<file path="src/rtl/fetch_sequencer.sv">
// Instruction-fetch sequencer: owns the PC, runs the imem request/valid handshake and drives IF/ID.
// Defining FETCH_SEQ_PERF_EN builds the fetch/stall performance counters; otherwise both read as zero.
module fetch_sequencer #(
  parameter logic [31:0] RESET_PC  = 32'h0000_0000,
  parameter logic [31:0] NOP_INSTR = 32'h0000_0013
) (
  input  logic        clk,
  input  logic        reset,
  output logic        imem_req,
  output logic [31:0] imem_addr,
  input  logic        imem_rvalid,
  input  logic [31:0] imem_rdata,
  input  logic        PCSrcE,
  input  logic [31:0] PCTargetE,
  input  logic        StallD,
  output logic [31:0] InstrD,
  output logic [31:0] PCD,
  output logic [31:0] PCPlus4D,
  output logic        ValidD,
  output logic [31:0] fetch_count,
  output logic [31:0] stall_count
);

  typedef enum logic [1:0] {
    FETCH   = 2'd0,
    DISCARD = 2'd1,
    HOLD    = 2'd2
  } state_t;

  state_t      state, state_n;
  logic [31:0] pc, pc_n;
  logic [31:0] redir_pc, redir_pc_n;
  logic [31:0] hold_instr, hold_instr_n;
  logic [31:0] hold_pc, hold_pc_n;
  logic [31:0] instr_n, pcd_n, pcplus4d_n;
  logic        valid_n;
  logic        fetching;
  logic        done;
  logic        deliver;
  logic [31:0] load_instr, load_pc;

  // A request is outstanding in FETCH and DISCARD; HOLD parks the pipeline without a request.
  assign fetching  = (state != HOLD);
  assign done      = fetching && imem_rvalid;
  assign imem_req  = reset && fetching;
  assign imem_addr = pc;

  always_ff @(posedge clk or negedge reset) begin
    if (!reset) begin
      state      <= FETCH;
      pc         <= RESET_PC;
      redir_pc   <= RESET_PC;
      hold_instr <= NOP_INSTR;
      hold_pc    <= 32'h0;
    end else begin
      state      <= state_n;
      pc         <= pc_n;
      redir_pc   <= redir_pc_n;
      hold_instr <= hold_instr_n;
      hold_pc    <= hold_pc_n;
    end
  end

  always_ff @(posedge clk or negedge reset) begin
    if (!reset) begin
      InstrD   <= NOP_INSTR;
      PCD      <= 32'h0;
      PCPlus4D <= 32'h0;
      ValidD   <= 1'b0;
    end else begin
      InstrD   <= instr_n;
      PCD      <= pcd_n;
      PCPlus4D <= pcplus4d_n;
      ValidD   <= valid_n;
    end
  end

  always_comb begin
    state_n      = state;
    pc_n         = pc;
    redir_pc_n   = redir_pc;
    hold_instr_n = hold_instr;
    hold_pc_n    = hold_pc;
    deliver      = 1'b0;
    load_instr   = imem_rdata;
    load_pc      = pc;

    case (state)
      FETCH: begin
        if (done) begin
          if (PCSrcE) begin
            pc_n = PCTargetE;
          end else if (StallD) begin
            hold_instr_n = imem_rdata;
            hold_pc_n    = pc;
            pc_n         = pc + 32'd4;
            state_n      = HOLD;
          end else begin
            deliver = 1'b1;
            pc_n    = pc + 32'd4;
          end
        end else if (PCSrcE) begin
          redir_pc_n = PCTargetE;
          state_n    = DISCARD;
        end
      end
      // The stale request must finish before the redirect target can be issued.
      DISCARD: begin
        if (done) begin
          pc_n    = PCSrcE ? PCTargetE : redir_pc;
          state_n = FETCH;
        end else if (PCSrcE) begin
          redir_pc_n = PCTargetE;
        end
      end
      HOLD: begin
        if (PCSrcE) begin
          pc_n    = PCTargetE;
          state_n = FETCH;
        end else if (!StallD) begin
          deliver    = 1'b1;
          load_instr = hold_instr;
          load_pc    = hold_pc;
          state_n    = FETCH;
        end
      end
      default: begin
        state_n = FETCH;
      end
    endcase

    // IF/ID priority: flush, then hold, then load (a bubble when nothing arrived).
    instr_n    = NOP_INSTR;
    pcd_n      = 32'h0;
    pcplus4d_n = 32'h0;
    valid_n    = 1'b0;
    if (!PCSrcE && StallD) begin
      instr_n    = InstrD;
      pcd_n      = PCD;
      pcplus4d_n = PCPlus4D;
      valid_n    = ValidD;
    end else if (deliver) begin
      instr_n    = load_instr;
      pcd_n      = load_pc;
      pcplus4d_n = load_pc + 32'd4;
      valid_n    = 1'b1;
    end
  end

`ifdef FETCH_SEQ_PERF_EN
  logic [31:0] fetch_cnt, stall_cnt;

  always_ff @(posedge clk or negedge reset) begin
    if (!reset) begin
      fetch_cnt <= 32'h0;
      stall_cnt <= 32'h0;
    end else begin
      if (deliver) fetch_cnt <= fetch_cnt + 32'd1;
      if ((fetching && !imem_rvalid) || (state == HOLD)) stall_cnt <= stall_cnt + 32'd1;
    end
  end

  assign fetch_count = fetch_cnt;
  assign stall_count = stall_cnt;
`else
  assign fetch_count = 32'h0;
  assign stall_count = 32'h0;
`endif

endmodule

</file>
<file path="config.mk">
export PLATFORM = sky130hd
export DESIGN_NAME = fetch_sequencer
export DESIGN_NICKNAME = d
export VERILOG_FILES = /design/src/rtl/fetch_sequencer.sv
export SDC_FILE = /design/constraint.sdc
export NUM_CORES = 1
export LEC_CHECK = 0
export BUFFER_PORTS_ARGS = -buffer_cell sky130_fd_sc_hd__buf_2
export CORE_MARGIN = 2
export CORE_UTILIZATION = 29
export CTS_BUF_LIST = sky130_fd_sc_hd__clkbuf_8 sky130_fd_sc_hd__clkbuf_16
export DETAILED_ROUTE_END_ITERATION = 7
export GPL_ROUTABILITY_DRIVEN = 1
export GPL_TIMING_DRIVEN = 0
export MAX_ROUTING_LAYER = met4
export RECOVER_POWER = 100
export SLEW_MARGIN = 20
export SYNTH_ARGS = -nofsm -noshare
export SYNTH_HDL_FRONTEND = slang
export SYNTH_SLANG_ARGS = --single-unit
</file>
<file path="constraint.sdc">
create_clock -name clk -period 5 [get_ports clk]
set_clock_uncertainty 0.1 [all_clocks]
set_input_delay 0 -clock clk [delete_from_list [all_inputs] [get_ports clk]]
set_output_delay 0 -clock clk [all_outputs]
set_load 0.01 [all_outputs]
</file>
==> qor.yml, run 1 <==
outcome:
  status: "finished, violations left"
  violations: "capacitance limit, slew limit"
synthesis:
  syn_area_per_cell_sq_um: 10.1
  yosysUniqueCellTypes: 74
  synth_edf_count: 0
  synthTopCellsByArea: "dfrtp_1, mux2_2, mux2i_1"
  synth_top_flop_cell: "dfrtp_1"
  seq_area_frac_synth: 0.469
  synth_cells: 1190
  yosysTopAreaCell: "dfrtp_1"
  synth.top_cell.area_share: 0.456
  ys_ff_latch: 225
  mappedNetlistArea_sq_mm: 0.0120
  synthArstFlopShare: 1.00
  ys_warn_count: 0
setup_path:
  worstSetupPathType: "register to register"
  critPathTopFamily: "buffers and inverters"
  rrSetupSlack_ps: 370
  r2r_end: "PCPlus4D[28]"
  worstSetupStartpoint: "state[0]"
  cp_data_arrival_time_ps: 4970
  crit_end: "PCPlus4D[28]"
  slowest_delay_ps: 570
  path_cells: "inv_1 -> ha_1 -> nor3b_2 -> clkbuf_1 -> buf_2 -> clkbuf_1 -> mux2i_1 -> inv_1 -> ha_1 -> o21ai_0 -> or4_1 -> a32o_1"
  r2r_cells: 12
  r2r-start: "state[0]"
  path_buf_inv: 5
  cp.depth: 12
  setup.worst_path.start_class: "register"
  crit_required_ps: 5330
  worst-path-max-fanout: 10
  slowest_stage: "clkbuf_1"
  worstSetupEndpointType: "register"
die:
  start_util: 0.294
  die_h_microns: 208
  coreArea_sq_mm: 0.0409
  die_x_microns: 208
  io_pins: 263
  num_rows: 74
  dieArea_sq_mm: 0.0431
sta:
  rsz0062_at_grt: "false"
  maxSlewHeadroom: -0.699
  hold_viol_final: 0
  clock.fmax_ghz: 0.216
  finalCriticalPeriod_ps: 4630
  drv_slew: 229
  period_share: 0.927
  worst_slew_pin_slew_ps: 2550
  holdWs_ps: 125
  setup_ws_ps: 366
  finalSetupViolCount: 0
global_routing:
  grt_pass1_wl_mm: 63.8
  track_usage: 0.194
  grt_pass1_vias: 10300
  antenna_found_initial: 2
  grt_max_degree: 98
  gr-total-overflow: 0
power_and_ir_drop:
  irDropWorstVdd_mv: 0.309
  intPower_w: 0.00484
  clockPowerShare: 0.248
  power_frac_seq: 0.375
  combPwrFrac: 0.377
  powerDensity_mw_per_mm2: 521
  p_switching_w: 0.00318
  p_leak_nw: 6.70
  switching_share: 0.397
clock_network:
  cts_buffers: 27
  root_buffer: "clkbuf_16"
  insertion_delay_ps: 540
  htree_levels: 1
  clock_sinks: 225
  cts_tree: "done"
  postCtsSetupBuffers: 0
  ctsLongestPathBuffers: 3
  clk_pin_slew_worst_paths_ps: 60
flow_run:
  maxCapViolations: 3
cells_and_area:
  finalNetCount: 1631
  multiInputGateArea_sq_mm: 0.00575
  drive_gt1_frac: 0.195
  regArea_sq_mm: 0.00564
  fillCellCount: 4204
  fin_area_sq_mm: 0.0154
  area_growth_pct: 28.1
drt:
  via_count: 10700
  wl_mm: 41.9
  via_per_inst: 5.07
  wl_per_cell_microns: 19.8
  dr.pass1.iters: 6
  ant_nets: 0
  drcViolationCount: 0
  drt_iter0_drc: 932
placement:
  postPlaceCellArea_sq_mm: 0.0140
  io_buffers: 197
  routabilityCongestion: 0.902
  dp_hpwl_mm: 31.1
  dp_slack_ps: 228
min_path:
  hp-class: "primary input to register"
-- cells in the mapped netlist, types with 3 or more instances --
library cell / n
nand2b_1: 5
dfrtp_1: 219
a31o_2: 4
a22o_1: 18
o211ai_1: 7
nor2b_1: 5
a32o_1: 10
a221o_1: 3
o21ai_0: 104
a21boi_0: 3
ha_1: 6
or3_1: 8
xor2_1: 6
clkbuf_1: 66
buf_1: 9
o22ai_1: 3
nand3b_1: 3
a221oi_1: 13
a21o_1: 5
a31oi_1: 10
o31ai_1: 12
nand2_1: 136
nor4_1: 13
dfstp_2: 6
and2_1: 6
and3_1: 16
buf_4: 66
mux2_2: 107
and4_1: 6
a21oi_1: 50
nor3_1: 18
buf_2: 7
xnor2_1: 12
or4_1: 4
nor2_1: 40
or2_2: 3
o21a_1: 4
nand4_1: 18
inv_1: 13
a22oi_1: 8
a211oi_1: 4
nand3_1: 28
mux2i_1: 65
-- cells in the final DEF (no fill, tap or decap), types with 5 or more instances in the layout --
master and instances:
o31ai_1 12, o21ai_0 106, ha_1 6, a22oi_1 8
clkbuf_8 7, buf_4 64, a31oi_1 10, a21o_1 5
dfstp_2 5, nor3_1 16, nor4_1 13, xnor2_1 12
clkinv_2 5, inv_1 19, and3_1 16, dfrtp_1 219
and2_1 6, a221oi_1 13, a32o_1 10, o211ai_1 7
clkbuf_1 207, dlygate4sd3_1 73, nand4_1 18, a22o_1 18
nand2b_1 5, mux2_2 104, nor2b_1 5, buf_2 72
nor2_1 40, or3_1 8, clkbuf_16 27, a21oi_1 50
nand2_1 136, and4_1 6, xor2_1 6, conb_1 64
mux2i_1 65, nand3_1 28
-- power by group through the flow --
stage                     clock network [W]  logic, W  registers [W]
final                               0.00199   0.00302        0.00301
after detailed placement                  0   0.00301        0.00302
after floorplan                           0   0.00187        0.00295
after CTS                           0.00202   0.00308        0.00298
after global routing                0.00210   0.00331        0.00309
after global placement                    0   0.00296        0.00298
-- routing by layer --
layer  GRT usage  vias to the layer above  part of all wire
li1            -                     4954                 -
met1       0.266                     5221              0.45
met2       0.295                      447              0.45
met3      0.0315                       76             0.068
met4      0.0580                        0             0.034
met5           -                        -                 0
-- metrics by stage --
step	total power, W	instances	utilization	TNS (ps)
after global placement	0.00594	1982	0.340	-39650
after CTS	0.00809	2108	0.382	0
after global routing	0.00850	2111	0.376	0
final	0.00803	2111	0.376	0
after detailed placement	0.00603	1984	0.342	0
after floorplan	0.00481	1253	-	0
-- worst min-delay path by stage --
stage	startpoint	endpoint	slack, ps	cells after the start
after floorplan	reset	InstrD[10]	-400	0
after CTS	imem_rdata[22]	hold_instr[22]	120	3
final	imem_rdata[22]	hold_instr[22]	130	3
after global placement	imem_rdata[0]	InstrD[0]	140	3
after detailed placement	reset	InstrD[22]	-170	1
after global routing	imem_rdata[22]	hold_instr[22]	150	3
-- area by class of cell --
cell class,instances,area share
Inverter,14,0.00341
Antenna cell,2,0.000325
Sequential cell,225,0.366
Multi-Input combinational cell,864,0.373
Clock buffer,34,0.0501
Buffer,150,0.0529
Timing Repair Buffer,274,0.102
Clock inverter,16,0.00853
Tap cell,532,0.0432
-- logic make-up (layout without fill, tap and decap cells) --
group                    Yosys count  in the layout  share of synthesized area
buffers and inverters            164            488                     0.0738
other                              1             66                   0.000312
multiplexers                     172            172                      0.154
XOR/XNOR                          18             18                     0.0131
AO/OA/AOI/OAI                    284            284                      0.153
adder cells (fa/ha/maj)            6              6                    0.00624
AND/OR/NAND/NOR                  320            320                      0.130
flip-flops                       225            225                      0.469
-- state kept, by name, indices dropped and copies added, names as in the netlist, 2 cells and up --
register	flops
InstrD	32
PCD	32
PCPlus4D	30
hold_instr	32
hold_pc	32
imem_addr	32
redir_pc	32
state	2
-- tightest hold or removal path: stages --
cell and delay (ps):
dlygate4sd3_1 510, buf_2 100, mux2_2 130
-- what timing repair did --
item / 4_1_cts / 5_1_grt
gates resized for setup: 0 / 1
hold buffers: 74 / 0
endpoints found under the setup margin: 0 / 4
hold endpoints to repair: 356 / 0
No activity file was read; power rests on OpenSTA's default activity.
==> inputs of run 2 (changes only) <==
--- a/config.mk
+++ b/config.mk
@@ -6,13 +6,15 @@
 export NUM_CORES = 1
 export LEC_CHECK = 0
 export BUFFER_PORTS_ARGS = -buffer_cell sky130_fd_sc_hd__buf_2
-export CORE_MARGIN = 2
+export CELL_PAD_IN_SITES_DETAIL_PLACEMENT = 0
+export CELL_PAD_IN_SITES_GLOBAL_PLACEMENT = 1
 export CORE_UTILIZATION = 29
 export CTS_BUF_LIST = sky130_fd_sc_hd__clkbuf_8 sky130_fd_sc_hd__clkbuf_16
 export DETAILED_ROUTE_END_ITERATION = 7
 export GPL_ROUTABILITY_DRIVEN = 1
 export GPL_TIMING_DRIVEN = 0
 export MAX_ROUTING_LAYER = met4
+export PLACE_DENSITY_LB_ADDON = 0.05
 export RECOVER_POWER = 100
 export SLEW_MARGIN = 20
 export SYNTH_ARGS = -nofsm -noshare
==> qor.yml, run 2 (synthesized netlist as in run 1, its figures left out) <==
outcome:
  status: "finished, violations left"  # unchanged
  violations: "capacitance limit, slew limit"  # unchanged
power_and_ir_drop:
  p_switching_w: 0.00323  # was 0.00318 W
  clockPowerShare: 0.247  # was 0.248
  p_leak_nw: 6.73  # was 6.70 nW
  irDropWorstVdd_mv: 0.299  # was 0.309 mV
  powerDensity_mw_per_mm2: 521  # about the same
  combPwrFrac: 0.376  # was 0.377
  power_w: 0.00803  # about the same
  power_frac_seq: 0.377  # was 0.375
  intPower_w: 0.00480  # was 0.00484 W
  switching_share: 0.402  # was 0.397
global_routing:
  gr-total-overflow: 0  # unchanged
  grt_pass1_vias: 9914  # was 10300
  track_usage: 0.213  # was 0.194
  grt_pass1_wl_mm: 65.5  # was 63.8 mm
  antenna_found_initial: 0  # was 2
  grt_max_degree: 86  # was 98
drt:
  via_count: 10400  # was 10700
  wl_per_cell_microns: 20.9  # was 19.8 microns
  drt_iter0_drc: 568  # was 932
  via_per_inst: 4.93  # was 5.07
  wl_mm: 44.2  # was 41.9 mm
  drcViolationCount: 0  # unchanged
  dr.pass1.iters: 7  # was 6
  ant_nets: 0  # unchanged
clock_network:
  root_buffer: "clkbuf_16"  # unchanged
  htree_levels: 1  # unchanged
  cts_tree: "done"  # unchanged
  insertion_delay_ps: 570  # was 540 ps
  clk_pin_slew_worst_paths_ps: 60  # about the same
  clock_sinks: 225  # unchanged
  ctsLongestPathBuffers: 3  # unchanged
  cts_buffers: 28  # was 27
cells_and_area:
  finalNetCount: 1630  # was 1631
  stdcell_count: 2110  # was 2111
  regArea_sq_mm: 0.00564  # unchanged
  area_growth_pct: 28.1  # about the same
  drive_gt1_frac: 0.195  # about the same
  final_cell_mix: "dfrtp_1, clkbuf_1, nand2_1"  # unchanged
  multiInputGateArea_sq_mm: 0.00575  # unchanged
  final_common_cell: "dfrtp_1"  # unchanged
  fillCellCount: 4210  # was 4204
  final_core_util: 0.377  # was 0.376
sta:
  worst_slew_pin_slew_ps: 3180  # was 2550 ps
  rsz0062_at_grt: "false"  # unchanged
  hold_viol_final: 0  # unchanged
  finalSetupViolCount: 0  # unchanged
  finalCriticalPeriod_ps: 4370  # was 4630 ps
  period_share: 0.874  # was 0.927
  clock.fmax_ghz: 0.229  # was 0.216 GHz
  maxSlewHeadroom: -1.12  # was -0.699
  setup_tns_ps: 0  # unchanged
  drv_slew: 143  # was 229
placement:
  dp_cells: 1984  # unchanged
  routabilityCongestion: 0.812  # was 0.902
  dp_hpwl_mm: 32.6  # was 31.1 mm
  io_buffers: 197  # unchanged
setup_path:
  crit_required_ps: 5360  # was 5330 ps
  rrSetupSlack_ps: 630  # was 370 ps
  worst-path-max-fanout: 19  # was 10
  worstSetupEndpointType: "register"  # unchanged
  setup.worst_path.start_class: "register"  # unchanged
  path_cells: "inv_1 -> ha_1 -> nor3b_2 -> clkbuf_1 -> buf_2 -> mux2i_1 -> inv_1 -> ha_1 -> o221ai_1 -> or4_1 -> a32o_1"  # was inv_1 -> ha_1 -> nor3b_2 -> clkbuf_1 -> buf_2 -> clkbuf_1 -> mux2i_1 -> inv_1 -> ha_1 -> o21ai_0 -> or4_1 -> a32o_1
  cp_data_arrival_time_ps: 4730  # was 4970 ps
  slowest_delay_ps: 550  # was 570 ps
  slowest_stage: "buf_2"  # was clkbuf_1
  worstSetupPathType: "register to register"  # unchanged
die:
  num_rows: 74  # unchanged
  die_h_microns: 206  # was 208 microns
  dieArea_sq_mm: 0.0423  # was 0.0431 sq mm
  start_util: 0.294  # about the same
  coreArea_sq_mm: 0.0408  # was 0.0409 sq mm
  die_x_microns: 206  # was 208 microns
  io_pins: 263  # unchanged
min_path:
  hp-class: "primary input to register"  # unchanged
flow_run:
  maxCapViolations: 2  # was 3
-- run 2: worst paths after layout --
path / start / to / depth (start not counted)
max in group asynchronous: reset / imem_addr[23] / 4
worst min register to register: PCD[11] / PCD[11] / 1
worst max-delay path: state[0] / PCPlus4D[26] / 11
worst min-delay path: imem_rdata[16] / hold_instr[16] / 3
min in group asynchronous: reset / InstrD[31] / 4
worst max register to register: state[0] / PCPlus4D[26] / 11
-- run 2: layout make-up --
class,instances,share of cell area
Antenna cell,1,0.000162
Sequential cell,225,0.366
Inverter,14,0.00341
Buffer,149,0.0526
Tap cell,532,0.0432
Timing Repair Buffer,273,0.103
Clock inverter,18,0.00731
Clock buffer,34,0.0509
Multi-Input combinational cell,864,0.373
-- run 2: stage by stage --
step / hold WS [ps] / worst slack [ps] / area, sq um
final: 109 / 631 / 15400
after global placement: 141 / -740 / 13900
after CTS: 70.2 / 214 / 15600
after global routing: 104 / 354 / 15400
after detailed placement: -117 / -56.8 / 14000
after floorplan: -396 / 1390 / 12300
-- run 2: critical path, delay by kind of cell, from the launching register on --
family / cells / cell delay [ps]
multiplexers: 1 / 200
adder cells (fa/ha/maj): 2 / 570
AO/OA/AOI/OAI: 2 / 670
flip-flops: 1 / 430
AND/OR/NAND/NOR: 2 / 990
buffers and inverters: 4 / 1280
-- run 2: repair_timing --
action / 4_1_cts / 5_1_grt
buffers inserted: 0 / 0
hold buffers: 73 / 0
endpoints found under the setup margin: 1 / 2
gates resized for setup: 1 / 0
hold endpoints to repair: 279 / 0
pin swaps: 0 / 0
-- run 2: power by group through the flow --
stage | Combinational (W) | Clock (W) | Sequential, W
floorplan | 0.00187 | 0 | 0.00295
global placement | 0.00302 | 0 | 0.00303
detailed placement | 0.00304 | 0 | 0.00304
CTS | 0.00310 | 0.00206 | 0.00301
global route | 0.00331 | 0.00212 | 0.00312
finish | 0.00302 | 0.00198 | 0.00303
-- run 2: routing by layer --
metal / GRT usage / wire length [microns] / vias up
li1: - / - / 4953
met1: 0.302 / 21500 / 5083
met2: 0.322 / 19800 / 311
met3: 0.0277 / 1980 / 49
met4: 0.0481 / 875 / 0
met5: - / 0 / -
==> inputs of run 3 (changes only) <==
--- a/config.mk
+++ b/config.mk
@@ -5,6 +5,7 @@
 export SDC_FILE = /design/constraint.sdc
 export NUM_CORES = 1
 export LEC_CHECK = 0
+export ABC_AREA = 1
 export BUFFER_PORTS_ARGS = -buffer_cell sky130_fd_sc_hd__buf_2
 export CELL_PAD_IN_SITES_DETAIL_PLACEMENT = 0
 export CELL_PAD_IN_SITES_GLOBAL_PLACEMENT = 1
@@ -16,6 +17,7 @@
 export MAX_ROUTING_LAYER = met4
 export PLACE_DENSITY_LB_ADDON = 0.05
 export RECOVER_POWER = 100
+export REMOVE_ABC_BUFFERS = 1
 export SLEW_MARGIN = 20
 export SYNTH_ARGS = -nofsm -noshare
 export SYNTH_HDL_FRONTEND = slang
==> qor.yml, run 3 <==
cells_and_area:
  finalNetCount: 2181  # was 1630
  drive_gt1_frac: 0.0728  # was 0.195
  final_common_cell: "nand2_1"  # was dfrtp_1
  area_growth_pct: 24.6  # was 28.1%
  n_antenna_cell: 0  # was 1
  final_cell_mix: "nand2_1, dfrtp_1, o21ai_0"  # was dfrtp_1, clkbuf_1, nand2_1
  fin_area_sq_mm: 0.0163  # was 0.0154 sq mm
global_routing:
  grt_pass1_wl_mm: 73.1  # was 65.5 mm
  grt_max_degree: 82  # was 86
  track_usage: 0.208  # was 0.213
  antenna_found_initial: 0  # unchanged
  gr-total-overflow: 0  # unchanged
  grt_pass1_vias: 12400  # was 9914
power_and_ir_drop:
  clockPowerShare: 0.253  # was 0.247
  powerDensity_mw_per_mm2: 539  # was 521 mW/mm^2
  intPower_w: 0.00502  # was 0.00480 W
  switching_share: 0.429  # was 0.402
  irDropWorstVdd_mv: 0.236  # was 0.299 mV
  p_leak_nw: 7.62  # was 6.73 nW
  p_switching_w: 0.00377  # was 0.00323 W
  combPwrFrac: 0.408  # was 0.376
  power_frac_seq: 0.339  # was 0.377
setup_path:
  cp_data_arrival_time_ps: 4950  # was 4730 ps
  setup.worst_path.start_class: "primary input"  # was register
  worstSetupPathType: "primary input to register"  # was register to register
  crit_required_ps: 5390  # was 5360 ps
  worst-path-max-fanout: 52  # was 19
  worstSetupEndpointType: "register"  # unchanged
outcome:
  status: "finished, violations left"  # unchanged
  violations: "capacitance limit, slew limit"  # unchanged
clock_network:
  htree_levels: 1  # unchanged
  root_buffer: "clkbuf_16"  # unchanged
  clock_sinks: 225  # unchanged
  cts_buffers: 29  # was 28
  clk_pin_slew_worst_paths_ps: 60  # about the same
  ctsLongestPathBuffers: 3  # unchanged
  cts_tree: "done"  # unchanged
  insertion_delay_ps: 570  # about the same
synthesis:
  synth_cells: 1864  # was 1190
  synth_compound_area_frac: 0.151  # was 0.153
  seq_area_frac_synth: 0.431  # was 0.469
  ys_warn_count: 0  # unchanged
  yosysTopAreaCell: "dfrtp_1"  # unchanged
  synthTopCellsByArea: "dfrtp_1, nand2_1, o21ai_0"  # was dfrtp_1, mux2_2, mux2i_1
  synth_top_family_by_area: "simple AND/OR/NAND/NOR gates"  # was multiplexers
  synthTopCellsByCount: "nand2_1, dfrtp_1, o21ai_0"  # was dfrtp_1, nand2_1, mux2_2
  syn_area_per_cell_sq_um: 7.03  # was 10.1 sq um
  yosysUniqueCellTypes: 39  # was 74
  synth-simple-area-share: 0.291  # was 0.130
  synth.most_common_cell: "nand2_1"  # was dfrtp_1
  mappedNetlistArea_sq_mm: 0.0131  # was 0.0120 sq mm
  synth-adder-area-share: 0.00573  # was 0.00624
  synthArstFlopShare: 1.00  # unchanged
  synthMuxAreaShare: 0.00229  # was 0.154
  ys_ff_latch: 225  # unchanged
  synth_xor_area_frac: 0.0107  # was 0.0131
  synth_top_flop_cell: "dfrtp_1"  # unchanged
  synth_edf_count: 0  # unchanged
  synth.top_cell.area_share: 0.418  # was 0.456
die:
  num_rows: 77  # was 74
  dieArea_sq_mm: 0.0460  # was 0.0423 sq mm
  io_pins: 263  # unchanged
  start_util: 0.295  # was 0.294
  coreArea_sq_mm: 0.0444  # was 0.0408 sq mm
  die_h_microns: 214  # was 206 microns
  die_x_microns: 214  # was 206 microns
sta:
  worst_slew_pin_slew_ps: 3760  # was 3180 ps
  maxSlewHeadroom: -1.50  # was -1.12
  setup_tns_ps: 0  # unchanged
  finalCriticalPeriod_ps: 4560  # was 4370 ps
  drv_slew: 171  # was 143
  hold_viol_final: 0  # unchanged
  rsz0062_at_grt: "false"  # unchanged
  finalSetupViolCount: 0  # unchanged
  period_share: 0.912  # was 0.874
  clock.fmax_ghz: 0.219  # was 0.229 GHz
drt:
  via_per_inst: 4.70  # was 4.93
  drcViolationCount: 0  # unchanged
  drt_iter0_drc: 761  # was 568
  ant_nets: 0  # unchanged
  wl_mm: 46.7  # was 44.2 mm
  wl_per_cell_microns: 17.2  # was 20.9 microns
  dr.pass1.iters: 5  # was 7
  via_count: 12800  # was 10400
flow_run:
  maxCapViolations: 3  # was 2
placement:
  routabilityCongestion: 0.805  # was 0.812
  dp_hpwl_mm: 31.3  # was 32.6 mm
  postPlaceCellArea_sq_mm: 0.0146  # was 0.0140 sq mm
  io_buffers: 198  # was 197
min_path:
  hp-class: "primary input to register"  # unchanged
## run 3: cell types whose count changed after synthesis, sizes merged, moves of 16 or more
cell   previous run  this run
nor2             40       169
nand2           136       698
and3             16         0
mux2i            65         3
a31oi            10        54
buf              84       100
o21ai           106       207
nand3            28        72
inv              13       128
a22oi             8        28
mux2            107         0
## run 3: final timing paths
check                               from       endpoint  slack [ps]  depth (start not counted)
setup / recovery                  StallD      InstrD[4]         440                          9
hold / removal             imem_rdata[0]      InstrD[0]         160                          4
setup reg to reg                state[0]  imem_addr[31]         510                         13
hold reg to reg                   PCD[6]         PCD[6]         380                          2
max in group asynchronous          reset        PCD[16]         790                          4
min in group asynchronous          reset     InstrD[28]        1160                          4
## run 3: worst max-delay path: stages
cell and delay, ps:
dlygate4sd3_1 520, clkbuf_2 650, buf_16 310, inv_2 490, nor2_1 1710, inv_1 390
nor2_1 190, a31oi_1 50, dlygate4sd3_1 580
## run 3: layer usage
layer  GRT usage  vias to the layer above  share of wire
met5           -                        -              0
met4      0.0531                        0          0.024
met3      0.0270                       61          0.037
met2       0.334                      287           0.46
met1       0.276                     6039           0.48
li1            -                     6395              -
## run 3: power by group through the flow
stage,clock network (W),logic (W),registers (W)
6_report,0.00223,0.00359,0.00298
5_1_grt,0.00237,0.00410,0.00307
4_1_cts,0.00230,0.00373,0.00298
3_5_place_dp,0,0.00360,0.00301
3_3_place_gp,0,0.00341,0.00300
2_1_floorplan,0,0.00216,0.00292
## run 3: final cells by class
cell class | instances | area [sq um]
fill | 4830 | 28100
inverter | 128 | 495
clock inverter | 19 | 194
clock buffer | 35 | 808
timing repair buffer | 315 | 2160
tap | 592 | 741
multi-input combinational | 1407 | 6280
sequential | 225 | 5640
## run 3: what timing repair did
action                                 4_1_cts  5_1_grt
endpoints found under the hold margin      273        0
setup endpoints to repair                    0        5
hold buffers                               100        0
setup buffers                                0        0
gates resized for setup                      0        2
## run 3: cell families after synthesis
| group | Yosys count |
|---|---|
| mux | 3 |
| compound gates | 355 |
| fa+ha+maj | 6 |
| flops | 225 |
| other cells | 1 |
| xor+xnor | 16 |
| simple gates | 963 |
| buf+inv | 295 |
## run 3: per-stage QoR
| step | power [W] | worst slack (ps) | instances | util | hold slack [ps] |
|---|---|---|---|---|---|
| CTS | 0.00901 | 105 | 2721 | 0.374 | 134 |
| finish | 0.00879 | 440 | 2721 | 0.367 | 161 |
| global route | 0.00955 | 50.0 | 2721 | 0.367 | 154 |
| detailed placement | 0.00662 | 94.8 | 2567 | 0.329 | -106 |
| floorplan | 0.00508 | 378 | 1760 | - | -396 |
| global placement | 0.00642 | -5140 | 2550 | 0.318 | 147 |
